### src/rtl/mem_arbiter.sv
// mem_arbiter: hands the single memory controller to one of three requesters
// (icache fetch, store buffer, load buffer) by fixed priority with fetch
// anti-starvation, and holds the granted request stable until completion.
//
// Ports
//   clk, rst          clock; asynchronous active-low reset
//   rdy               global ready, 0 freezes all state
//   mc_rb             rollback, cancels a pending or in-flight load
//   io_full           IO output buffer full, blocks stores to IO space
//   ic_req_* / ic_done            fetch request channel and done pulse
//   st_req_* / st_done            store request channel and done pulse
//   ld_req_* / ld_done            load request channel and done pulse
//   mem_req_*                     registered request to the controller
//   mem_done                      controller completion pulse
//   mem_abort                     one-cycle pulse: controller drops the load
module mem_arbiter #(
  parameter int unsigned ADDR_W       = 32,
  parameter int unsigned ROB_IDX_W    = 4,
  parameter int unsigned STARVE_LIMIT = 8
) (
  input  logic                 clk,
  input  logic                 rst,
  input  logic                 rdy,
  input  logic                 mc_rb,
  input  logic                 io_full,
  input  logic                 ic_req_valid,
  input  logic [ADDR_W-1:0]    ic_req_addr,
  output logic                 ic_done,
  input  logic                 st_req_valid,
  input  logic [ADDR_W-1:0]    st_req_addr,
  input  logic [31:0]          st_req_data,
  input  logic [3:0]           st_req_len,
  output logic                 st_done,
  input  logic                 ld_req_valid,
  input  logic [ADDR_W-1:0]    ld_req_addr,
  input  logic [3:0]           ld_req_len,
  input  logic                 ld_req_sext,
  input  logic [ROB_IDX_W-1:0] ld_req_src,
  output logic                 ld_done,
  output logic                 mem_req_valid,
  output logic [1:0]           mem_req_op,
  output logic [ADDR_W-1:0]    mem_req_addr,
  output logic [31:0]          mem_req_data,
  output logic [3:0]           mem_req_len,
  output logic                 mem_req_sext,
  output logic [ROB_IDX_W-1:0] mem_req_src,
  input  logic                 mem_done,
  output logic                 mem_abort
);

  localparam int unsigned CNT_W = $clog2(STARVE_LIMIT + 1);

  localparam logic [1:0] S_IDLE = 2'd0;
  localparam logic [1:0] S_BUSY = 2'd1;
  localparam logic [1:0] S_GAP  = 2'd2;

  localparam logic [1:0] OP_FETCH = 2'd0;
  localparam logic [1:0] OP_LOAD  = 2'd1;
  localparam logic [1:0] OP_STORE = 2'd2;

  logic [1:0]           state, state_nxt;
  logic [CNT_W-1:0]     wait_cnt, wait_cnt_nxt;
  logic                 valid_nxt;
  logic [1:0]           op_nxt;
  logic [ADDR_W-1:0]    addr_nxt;
  logic [31:0]          data_nxt;
  logic [3:0]           len_nxt;
  logic                 sext_nxt;
  logic [ROB_IDX_W-1:0] src_nxt;
  logic                 ic_done_nxt, st_done_nxt, ld_done_nxt, abort_nxt;

  // Request qualification: starved fetch, unblocked store, non-rolled-back load
  logic fetch_starved, st_ok, ld_ok, gnt;
  logic [1:0] gnt_op;

  assign fetch_starved = ic_req_valid && (wait_cnt >= CNT_W'(STARVE_LIMIT));
  assign st_ok = st_req_valid && !((st_req_addr[17:16] == 2'b11) && io_full);
  assign ld_ok = ld_req_valid && !mc_rb;

  // Fixed-priority winner select
  always_comb begin
    gnt    = 1'b1;
    gnt_op = OP_FETCH;
    if (fetch_starved)     gnt_op = OP_FETCH;
    else if (st_ok)        gnt_op = OP_STORE;
    else if (ld_ok)        gnt_op = OP_LOAD;
    else if (ic_req_valid) gnt_op = OP_FETCH;
    else                   gnt    = 1'b0;
  end

  // State and registered outputs
  always_ff @(posedge clk or negedge rst) begin
    if (!rst) begin
      state         <= S_IDLE;
      wait_cnt      <= '0;
      mem_req_valid <= 1'b0;
      mem_req_op    <= 2'd0;
      mem_req_addr  <= '0;
      mem_req_data  <= 32'd0;
      mem_req_len   <= 4'd0;
      mem_req_sext  <= 1'b0;
      mem_req_src   <= '0;
      ic_done       <= 1'b0;
      st_done       <= 1'b0;
      ld_done       <= 1'b0;
      mem_abort     <= 1'b0;
    end else begin
      state         <= state_nxt;
      wait_cnt      <= wait_cnt_nxt;
      mem_req_valid <= valid_nxt;
      mem_req_op    <= op_nxt;
      mem_req_addr  <= addr_nxt;
      mem_req_data  <= data_nxt;
      mem_req_len   <= len_nxt;
      mem_req_sext  <= sext_nxt;
      mem_req_src   <= src_nxt;
      ic_done       <= ic_done_nxt;
      st_done       <= st_done_nxt;
      ld_done       <= ld_done_nxt;
      mem_abort     <= abort_nxt;
    end
  end

  // Next state / next outputs; with rdy low everything holds and pulses drop
  always_comb begin
    state_nxt    = state;
    wait_cnt_nxt = wait_cnt;
    valid_nxt    = mem_req_valid;
    op_nxt       = mem_req_op;
    addr_nxt     = mem_req_addr;
    data_nxt     = mem_req_data;
    len_nxt      = mem_req_len;
    sext_nxt     = mem_req_sext;
    src_nxt      = mem_req_src;
    ic_done_nxt  = 1'b0;
    st_done_nxt  = 1'b0;
    ld_done_nxt  = 1'b0;
    abort_nxt    = 1'b0;
    if (rdy) begin
      case (state)
        S_IDLE: begin
          if (gnt && (gnt_op == OP_FETCH)) begin
            wait_cnt_nxt = '0;
          end else if (ic_req_valid && (wait_cnt < CNT_W'(STARVE_LIMIT))) begin
            wait_cnt_nxt = wait_cnt + CNT_W'(1);
          end
          if (gnt) begin
            state_nxt = S_BUSY;
            valid_nxt = 1'b1;
            op_nxt    = gnt_op;
            data_nxt  = 32'd0;
            len_nxt   = 4'd0;
            sext_nxt  = 1'b0;
            src_nxt   = '0;
            case (gnt_op)
              OP_STORE: begin
                addr_nxt = st_req_addr;
                data_nxt = st_req_data;
                len_nxt  = st_req_len;
              end
              OP_LOAD: begin
                addr_nxt = ld_req_addr;
                len_nxt  = ld_req_len;
                sext_nxt = ld_req_sext;
                src_nxt  = ld_req_src;
              end
              default: addr_nxt = ic_req_addr;
            endcase
          end
        end
        S_BUSY: begin
          // Rollback of an owned load takes precedence over its completion
          if ((mem_req_op == OP_LOAD) && mc_rb) begin
            valid_nxt = 1'b0;
            abort_nxt = 1'b1;
            state_nxt = S_GAP;
          end else if (mem_done) begin
            valid_nxt = 1'b0;
            state_nxt = S_GAP;
            case (mem_req_op)
              OP_STORE: st_done_nxt = 1'b1;
              OP_LOAD:  ld_done_nxt = 1'b1;
              default:  ic_done_nxt = 1'b1;
            endcase
          end
        end
        S_GAP:   state_nxt = S_IDLE;
        default: state_nxt = S_IDLE;
      endcase
    end
  end

endmodule
### config.mk
export PLATFORM = sky130hd
export DESIGN_NAME = mem_arbiter
export DESIGN_NICKNAME = d
export VERILOG_FILES = /design/src/rtl/mem_arbiter.sv
export SDC_FILE = /design/constraint.sdc
export NUM_CORES = 1
export LEC_CHECK = 0
export CORE_ASPECT_RATIO = 1.2
export CORE_UTILIZATION = 40
export CTS_CLUSTER_DIAMETER = 80
export DETAILED_ROUTE_END_ITERATION = 7
export PLACE_DENSITY_LB_ADDON = 0.3
export SKIP_LAST_GASP = 1
export SLEW_MARGIN = 10
export SYNTH_ARGS = -nofsm -noshare
export SYNTH_HDL_FRONTEND = slang
export SYNTH_SLANG_ARGS = --single-unit
### constraint.sdc
create_clock -name clk -period 2.3 [get_ports clk]
set_clock_uncertainty 0.2 [all_clocks]
set_input_delay 0.345 -clock clk [delete_from_list [all_inputs] [get_ports clk]]
set_output_delay 0.345 -clock clk [all_outputs]
set_load 0.05 [all_outputs]
* Yosys cells after proc, flatten, opt, wreduce, memory -nomap -nowiden
Cells that the tools add are included.
W data, S select, Z words.
** Storage, ports and cells
- Flip-flop bits (word level) :: 86
- Bits in latches :: 0
- Bits in writable memories :: 0
- Memory bits (read-only) :: 0
- Input port bits :: 150
- Output and inout bits :: 80
- Logic and storage cells :: 82
- Memories :: 0
** Cells by class
- $add $sub $neg :: 1
- Multipliers :: 0
- Divide/modulo/power cells :: 0
- $lt $le $gt $ge :: 2
- Equality and inequality tests :: 8
- Shifts and indexed selects :: 0
- Muxes and demuxes :: 40
- Bitwise gates (word level) :: 0
- Reductions and logical operators :: 18
** Operators with widths (number)
- $pmux W32 S2 :: 1
- $mux W32 :: 1
- $mux W1 :: 27
- $mux W4 :: 3
- $mux W2 :: 5
- $reduce_and A3 Y1 :: 3
- $pmux W4 S2 :: 1
- $logic_and A1 B1 Y1 :: 7
- $eq A2 B1 Y1 const B :: 3
- $eq A2 B2 Y1 const B :: 3
- $add A4 B1 Y4 const B :: 1
- $ge A4 B4 Y1 const B :: 1
- $logic_not A2 Y1 :: 2
- $lt A4 B4 Y1 const B :: 1
- $pmux W2 S2 :: 1
- $reduce_and A4 Y1 :: 1
- $reduce_bool A2 Y1 :: 2
- $ne A3 B3 Y1 const B :: 1
- $logic_not A1 Y1 :: 2
- $ne A2 B2 Y1 const B :: 1
- $pmux W1 S2 :: 1
- $reduce_or A2 Y1 :: 1

* Depth between registers and ports, before layout
Gate-level depths: netlist (run 1).
- Word-level depth :: 10
- Depth in mapped cells :: 11
- Mapped depth without buffers :: 9

* Least setup slack after synthesis (run 1)
No wires, ideal clock.
- Path kind :: input-to-reg
- From :: input ld_req_valid
- To :: register mem_req_addr[14]
- Setup time :: 125 ps
- Arrival :: 1810 ps
- Required time :: 1975 ps
- Slack :: 164 ps
- Cell stages on the path :: 8
- Path buffers :: 2
- Cell sequence :: nor2b_1 nand3_1 ha_1 clkbuf_1 clkbuf_1 nand2_1 o21ai_0 o21ai_1
** Between the ends
- Longest elaborated chain between the ends :: 6
- Elaborated cells between the ends (all ways) :: 11
- Those cells by class :: eq/ne (2); mux (7); reduce/logical (2)
** Ends and longest elaborated chain
- start: declaration :: line 34 : input logic ld_req_valid,
- $logic_and A1 B1 Y1 (*) :: line 78 : assign ld_ok = ld_req_valid && !mc_rb;
- $mux W1 :: line 86 : else if (ld_ok) gnt_op = OP_LOAD;
- $mux W2 :: line 85 : else if (st_ok) gnt_op = OP_STORE;
- $mux W2 :: line 84 : if (fetch_starved) gnt_op = OP_FETCH;
- $eq A2 B1 Y1 or $eq A2 B2 Y1 (tied branches) :: line 155 : case (gnt_op)
- $pmux W32 S2 :: line 155
- end signal: assignment :: line 112 : mem_req_addr <= addr_nxt;
- end: declaration :: line 42 : output logic [ADDR_W-1:0] mem_req_addr,
Every way passes the cells marked *; elsewhere a longest branch is shown, timed or not.
A chain may end at the register's enable or synchronous reset.

* Worst setup path in the final report (run 1)
- From :: input st_req_addr[16]
- To :: register mem_req_addr[24]
** Between the ends
- Longest elaborated chain between the ends :: 8
- Elaborated cells between the ends (all ways) :: 12
- Those cells by class :: eq/ne (3); mux (5); reduce/logical (4)
** Ends and longest elaborated chain
- start: declaration :: line 30 : input logic [ADDR_W-1:0] st_req_addr,
- $eq A2 B2 Y1 (*) :: line 77 : assign st_ok = st_req_valid && !((st_req_addr[17:16] == 2'b11) && io_full);
- $logic_and A1 B1 Y1 (*) :: line 77
- $logic_not A1 Y1 (*) :: line 77
- $logic_and A1 B1 Y1 (*) :: line 77
- $mux W2 (*) :: line 85
- $mux W2 (*) :: line 84
- via gnt_op[0] :: line 74 : logic [1:0] gnt_op;
- $eq A2 B1 Y1 or $eq A2 B2 Y1 (tied branches) :: line 155
- $pmux W32 S2 (*) :: line 155
Mark *: on every way through the listed nets, which the timed path passes. The rest lies on a longest branch.

==> impl_metrics.tcl, run 1 <==
set metrics [dict create \
    yosysWarnings 0 \
    antenna_found_initial 0 \
    multi_input_area_sq_um 1890 \
    num_io_pins 230 \
    grt_pass1_wl_mm 21.9 \
    initial_core_util 0.418 \
    clk_path_buf_depth 2 \
    slew_headroom 0.619 \
    num_vias 4539 \
    hold_viol_final 0 \
    diodes 0 \
    whs_path_depth 2 \
    powerDensity_nw_per_um2 1260 \
    grt_use_total 0.263 \
    syn_nets 638 \
    async_flop_share 1.00 \
    end_kind "register" \
    vdd_drop_max_mv 0.871 \
    final_max_slew_viol_count 0 \
    dr.pass1.iters 4 \
    drtIter0Drc 216 \
    io_buffers 229 \
    yosys.area_share.simple 0.105 \
    drcViolationCount 0 \
    seq_area_sq_um 2150 \
    crit_path_cell_trace "clkdlybuf4s50_1 -> nand3_2 -> nand2_1 -> nand3_1 -> inv_1 -> ha_1 -> buf_12 -> a22oi_1 -> nand2_1 -> o21ai_0 -> o21ai_0" \
    p_int_mw 4.71 \
    timing.hold.ws_ns 0.304 \
    synthXorXnorAreaFrac 0 \
    fmax_mhz 467 \
    holdPathEnd "mem_req_len[2]" \
    swShare 0.475 \
    die_x_microns 96.3 \
    start_kind "primary input" \
    clockPowerShare 0.143 \
    final.setup.worst_slack_ns 0.159 \
    final_common_cell "clkdlybuf4s50_1" \
    worst-path-max-fanout 33 \
    synth_mux_area_frac 0 \
    rsz0062_at_grt "false" \
    critical_path_class "in2reg" \
    seq_power_share 0.279 \
    reg2regPathDepth 8 \
    ant_nets 0 \
    wl_per_cell_microns 16.9 \
    r2r_end "mem_req_addr[24]" \
    synth_compound_area_frac 0.314 \
    die_h_microns 115 \
    drive_above_1_share 0.0832 \
    dieArea_sq_um 11100 \
    dp_hpwl_mm 10.5 \
    seq_area_frac_synth 0.504 \
    crit_arrival_ns 2.20 \
    synth-edff-count 0 \
    syn_to_final_growth_pct 66.3 \
    synth.avg_cell_area_sq_um 8.88 \
    p_total_mw 8.98 \
    hold_path_class "reg2reg" \
    p_leak_nw 2.93 \
    syn_inst 481 \
    numCtsBuffers 9 \
    htreeDepth 3 \
    rows 40 \
    rr_startpoint "wait_cnt[3]" \
    first_global_vias 4562 \
    tightest_slew_ns 0.569 \
    setup_viol 0 \
    grt_max_degree 46 \
    syn_area_sq_um 4270 \
    critPathRequiredTime_ns 2.36 \
    final_util 0.696 \
    drv_cap 0 \
    dpl_cell_area_sq_um 6830 \
    path_buf_inv 3 \
    ys_types 32 \
    dp.cells 820 \
    critical_path.top_delay_family "buffers and inverters" \
    synthAdderAreaFrac 0.0205 \
    postRouteWirelength_mm 14.1 \
    power.switching_mw 4.27 \
    layout.cells.non_filler 835 \
    clk_pin_slew_ns 0.06 \
    rrSetupSlack_ns 0.25 \
    synth-seq-cells 86 \
    crit_slowest_cell "clkdlybuf4s50_1" \
    gr-total-overflow 0 \
    status "finished clean" \
    pwr-share-comb 0.577 \
    final_area_sq_um 7100 \
    fin_crit_sh 0.931 \
    clockRootBuffer "clkbuf_16" \
    pre_cts_slack_ns -0.281 \
    synth_flop_cell "dfrtp_1" \
    core_area_sq_um 10200 \
    hold_start "mem_req_len[2]" \
    worstSkewPairLatency_ns 0.33 \
    viasPerCell 5.44 \
    most-common-layout-cells "228 x clkdlybuf4s50_1, 137 x o21ai_0, 86 x dfrtp_1" \
    fin_setup_tns_ns 0 \
    clkSinkCount 86 \
    fin_crit_ns 2.14 \
    synth_top_family_by_area "compound AO/OA/AOI/OAI gates" \
    final.fill_count 855 \
    worst_path_largest_cell_delay_ns 0.50 \
    fin_nets 863 \
    cts_tree "built" \
    place.gp.congestion 0.843 \
    cp-startpoint "st_req_addr[16]" \
]
==> synth_stat cells, types with 3 or more instances <==
master | number | area (sq um)
buf_6 | 5 | 56.3
nand2b_1 | 3 | 18.8
nand2_1 | 79 | 297
and2_1 | 3 | 18.8
a22o_1 | 5 | 43.8
nand3_1 | 3 | 15.0
dfrtp_1 | 86 | 2150
clkbuf_1 | 35 | 131
a22oi_1 | 33 | 248
a21oi_1 | 3 | 15.0
nor2b_1 | 3 | 18.8
ha_1 | 7 | 87.6
o21ai_1 | 33 | 165
nor2_1 | 5 | 18.8
o2bb2ai_1 | 4 | 35.0
inv_1 | 8 | 30.0
o21ai_0 | 138 | 691
o21ai_2 | 10 | 87.6
==> how the worst max path moves through the flow <==
stage / end / slack [ns] / cells after the start
3_3_place_gp: mem_req_addr[24] / -0.21 / 10
4_1_cts: mem_req_addr[24] / 0.06 / 10
3_5_place_dp: mem_req_addr[24] / -0.28 / 10
2_1_floorplan: mem_req_addr[14] / 0.16 / 8
5_1_grt: mem_req_addr[26] / 0.01 / 11
6_report: mem_req_addr[24] / 0.16 / 11
==> per-layer routing <==
| layer | vias to the layer above | wire (microns) | GRT usage |
|---|---|---|---|
| met5 | - | 0 | 0 |
| met4 | 0 | 382 | 0.119 |
| met3 | 27 | 1030 | 0.0648 |
| met2 | 196 | 7280 | 0.452 |
| met1 | 2172 | 5390 | 0.307 |
| li1 | 2144 | - | - |
==> area by class of cell <==
| type | instances | share of cell area |
|---|---|---|
| clock inverter | 2 | 0.00141 |
| clock buffer | 12 | 0.0347 |
| inverter | 8 | 0.00423 |
| timing repair buffer | 259 | 0.369 |
| sequential | 86 | 0.303 |
| multi-input combinational | 342 | 0.266 |
| tap | 126 | 0.0222 |
==> worst reg2reg max path: cells and delay by family, from the launching register on <==
kind | cells | cell delay, ns
AND/OR/NAND/NOR | 3 | 0.36
flip-flops | 1 | 0.42
adder cells (fa/ha/maj) | 1 | 0.36
AO/OA/AOI/OAI | 2 | 0.19
buffers and inverters | 2 | 0.40
==> logic make-up (layout without fill, tap and decap cells) <==
| logic type | count (synthesis) | count (layout) |
|---|---|---|
| AO/OA/AOI/OAI | 231 | 231 |
| adder cells (fa/ha/maj) | 7 | 7 |
| buffers and inverters | 53 | 281 |
| flip-flops | 86 | 86 |
| AND/OR/NAND/NOR | 104 | 104 |
==> timing repair <==
item / 4_1_cts / 5_1_grt
hold buffers: 1 / 0
resized for setup: 0 / 3
setup buffers: 0 / 0
endpoints found under the hold margin: 36 / 0
setup endpoints to repair: 0 / 36
==> power groups by stage <==
stage / combinational, mW / clock (mW) / sequential (mW)
floorplan: 1.21 / 0 / 4.51
global placement: 5.11 / 0 / 2.50
detailed placement: 5.19 / 0 / 2.53
CTS: 5.21 / 1.31 / 2.51
global route: 5.51 / 1.38 / 2.59
finish: 5.18 / 1.29 / 2.51
==> sequential cells by signal, summed over array words and instances (netlist names) <==
signal	flops
mem_req_data	32
mem_req_src	4
mem_abort	1
mem_req_valid	1
mem_req_op	2
st_done	1
state	2
mem_req_addr	32
mem_req_sext	1
mem_req_len	4
wait_cnt	4
ic_done	1
ld_done	1
(Power assumes the default switching activity.)
==> inputs of run 2 (changes only) <==
==> constraint.sdc (replaced) <==
create_clock -name clk -period 2.2 [get_ports clk]
set_clock_uncertainty 0.2 [all_clocks]
set_input_delay 0.33 -clock clk [delete_from_list [all_inputs] [get_ports clk]]
set_output_delay 0.33 -clock clk [all_outputs]
set_load 0.05 [all_outputs]
==> impl_metrics.tcl, run 2 (synthesized netlist as in run 1, its figures left out) <==
set metrics [dict create \
    status "finished clean" \
    busiest_layer "met2" \
    dieArea_sq_um 11100 \
    tightest_slew_ns 0.555 \
    io_buffers 229 \
    die_x_microns 96.3 \
    worstSkewPairLatency_ns 0.33 \
    slew_headroom 0.629 \
    worst_path_largest_cell_delay_ns 0.83 \
    final_common_cell "clkdlybuf4s50_1" \
    htreeDepth 3 \
    die_h_microns 115 \
    first_global_vias 4520 \
    crit_path_cell_trace "clkdlybuf4s50_1" \
    wl_per_cell_microns 16.8 \
    post-cts-setup-buffer-count 0 \
    critical_path_class "reg2out" \
    final_area_sq_um 7190 \
    p_leak_nw 2.96 \
    vdd_drop_max_mv 0.757 \
    num_io_pins 230 \
    crit_slowest_cell "clkdlybuf4s50_1" \
    dpl_cell_area_sq_um 6850 \
    dr.pass1.iters 5 \
    grtUsageMet3 0.0701 \
    most-common-layout-cells "227 x clkdlybuf4s50_1, 137 x o21ai_0, 86 x dfrtp_1" \
    ant_nets 0 \
    critPathRequiredTime_ns 1.67 \
    rsz0062_at_grt "false" \
    diodes 0 \
    viasPerCell 5.44 \
    crit_arrival_ns 1.57 \
    drtIter0Drc 167 \
    critical_path.top_delay_family "buffers and inverters" \
    largestRegisters "mem_req_addr: 32 flops, mem_req_data: 32 flops" \
    grt_max_degree 46 \
    dp.cells 821 \
    final_util 0.704 \
    fin_nets 865 \
    hold_path_class "reg2reg" \
    grt_pass1_wl_mm 21.6 \
    rows 40 \
    clockRootBuffer "clkbuf_16" \
    fmax_mhz 477 \
    place.gp.congestion 0.837 \
    fin_crit_ns 2.10 \
    numCtsBuffers 9 \
    worst-path-max-fanout 4 \
    initial_core_util 0.418 \
    timing.hold.ws_ns 0.303 \
    path_buf_inv 1 \
    p_total_mw 9.50 \
    postRouteWirelength_mm 14.1 \
    gr-total-overflow 0 \
    drive_above_1_share 0.0912 \
    globalRouteMet2Util 0.458 \
    dp_hpwl_mm 10.5 \
    final.fill_count 841 \
    antenna_found_initial 0 \
    final_max_slew_viol_count 0 \
    cts_tree "built" \
    hold_viol_final 0 \
    end_kind "output pin" \
    drv_cap 0 \
    start_kind "register" \
    met1_usage 0.290 \
    core_area_sq_um 10200 \
    num_vias 4563 \
    clk_path_buf_depth 2 \
    clkSinkCount 86 \
    grt_use_total 0.258 \
    layout.cells.non_filler 839 \
    drcViolationCount 0 \
    fin_crit_sh 0.953 \
    powerDensity_nw_per_um2 1320 \
    syn_to_final_growth_pct 68.4 \
    clk_pin_slew_ns 0.06 \
    setup_viol 0 \
]
## run 2: changes by cell type in the layout (fill, tap and decap cells not counted), sizes merged
cell / previous run / this run
buf: 30 / 32
clkbuf: 12 / 17
clkdlybuf4s50: 228 / 227
clkinv: 2 / 0
## run 2: final timing paths
path / slack, ns / end / start / cells past startpoint
setup / recovery: 0.10 / mem_req_op[1] / mem_req_op[1] / 1
hold / removal: 0.30 / mem_req_addr[23] / mem_req_addr[23] / 2
setup reg to reg: 0.18 / mem_req_addr[24] / wait_cnt[3] / 8
hold reg to reg: 0.30 / mem_req_addr[23] / mem_req_addr[23] / 2
max in group asynchronous: 0.88 / mem_req_addr[4] / rst / 3
min in group asynchronous: 0.31 / mem_req_addr[7] / rst / 2
## run 2: area by class of cell
class / count / area, sq um / share of cell area
Sequential cell: 86 / 2150 / 0.299
Clock buffer: 16 / 282 / 0.0391
Multi-Input combinational cell: 342 / 1910 / 0.266
Inverter: 8 / 30.0 / 0.00418
Timing Repair Buffer: 261 / 2660 / 0.370
Tap cell: 126 / 158 / 0.0219
## run 2: metrics by stage
stage / setup slack [ns] / TNS (ns)
after floorplan: 0.0792 / 0
after global placement: -0.303 / -15.64
after detailed placement: -0.377 / -18.30
after CTS: 0.0854 / 0
after global routing: 0.0153 / 0
final: 0.104 / 0
## run 2: report_power, final
group          switching, mW  leakage, nW  internal [mW]
clock network          0.567        0.137          0.860
registers              0.388         1.11           2.24
logic                   3.51         1.71           1.94
total                   4.47         2.96           5.03
## run 2: timing repair
action                                  in CTS  in global routing
endpoints found under the setup margin       6                 18
resized for setup                            1                  6
hold buffers                                 1                  0
gates cloned                                 0                  1
hold endpoints to repair                    38                  0
## run 2: per-layer routing
layer	part of all wire	wire, microns
met2	0.52	7380
met1	0.38	5300
met4	0.023	328
met5	0	0
met3	0.079	1110
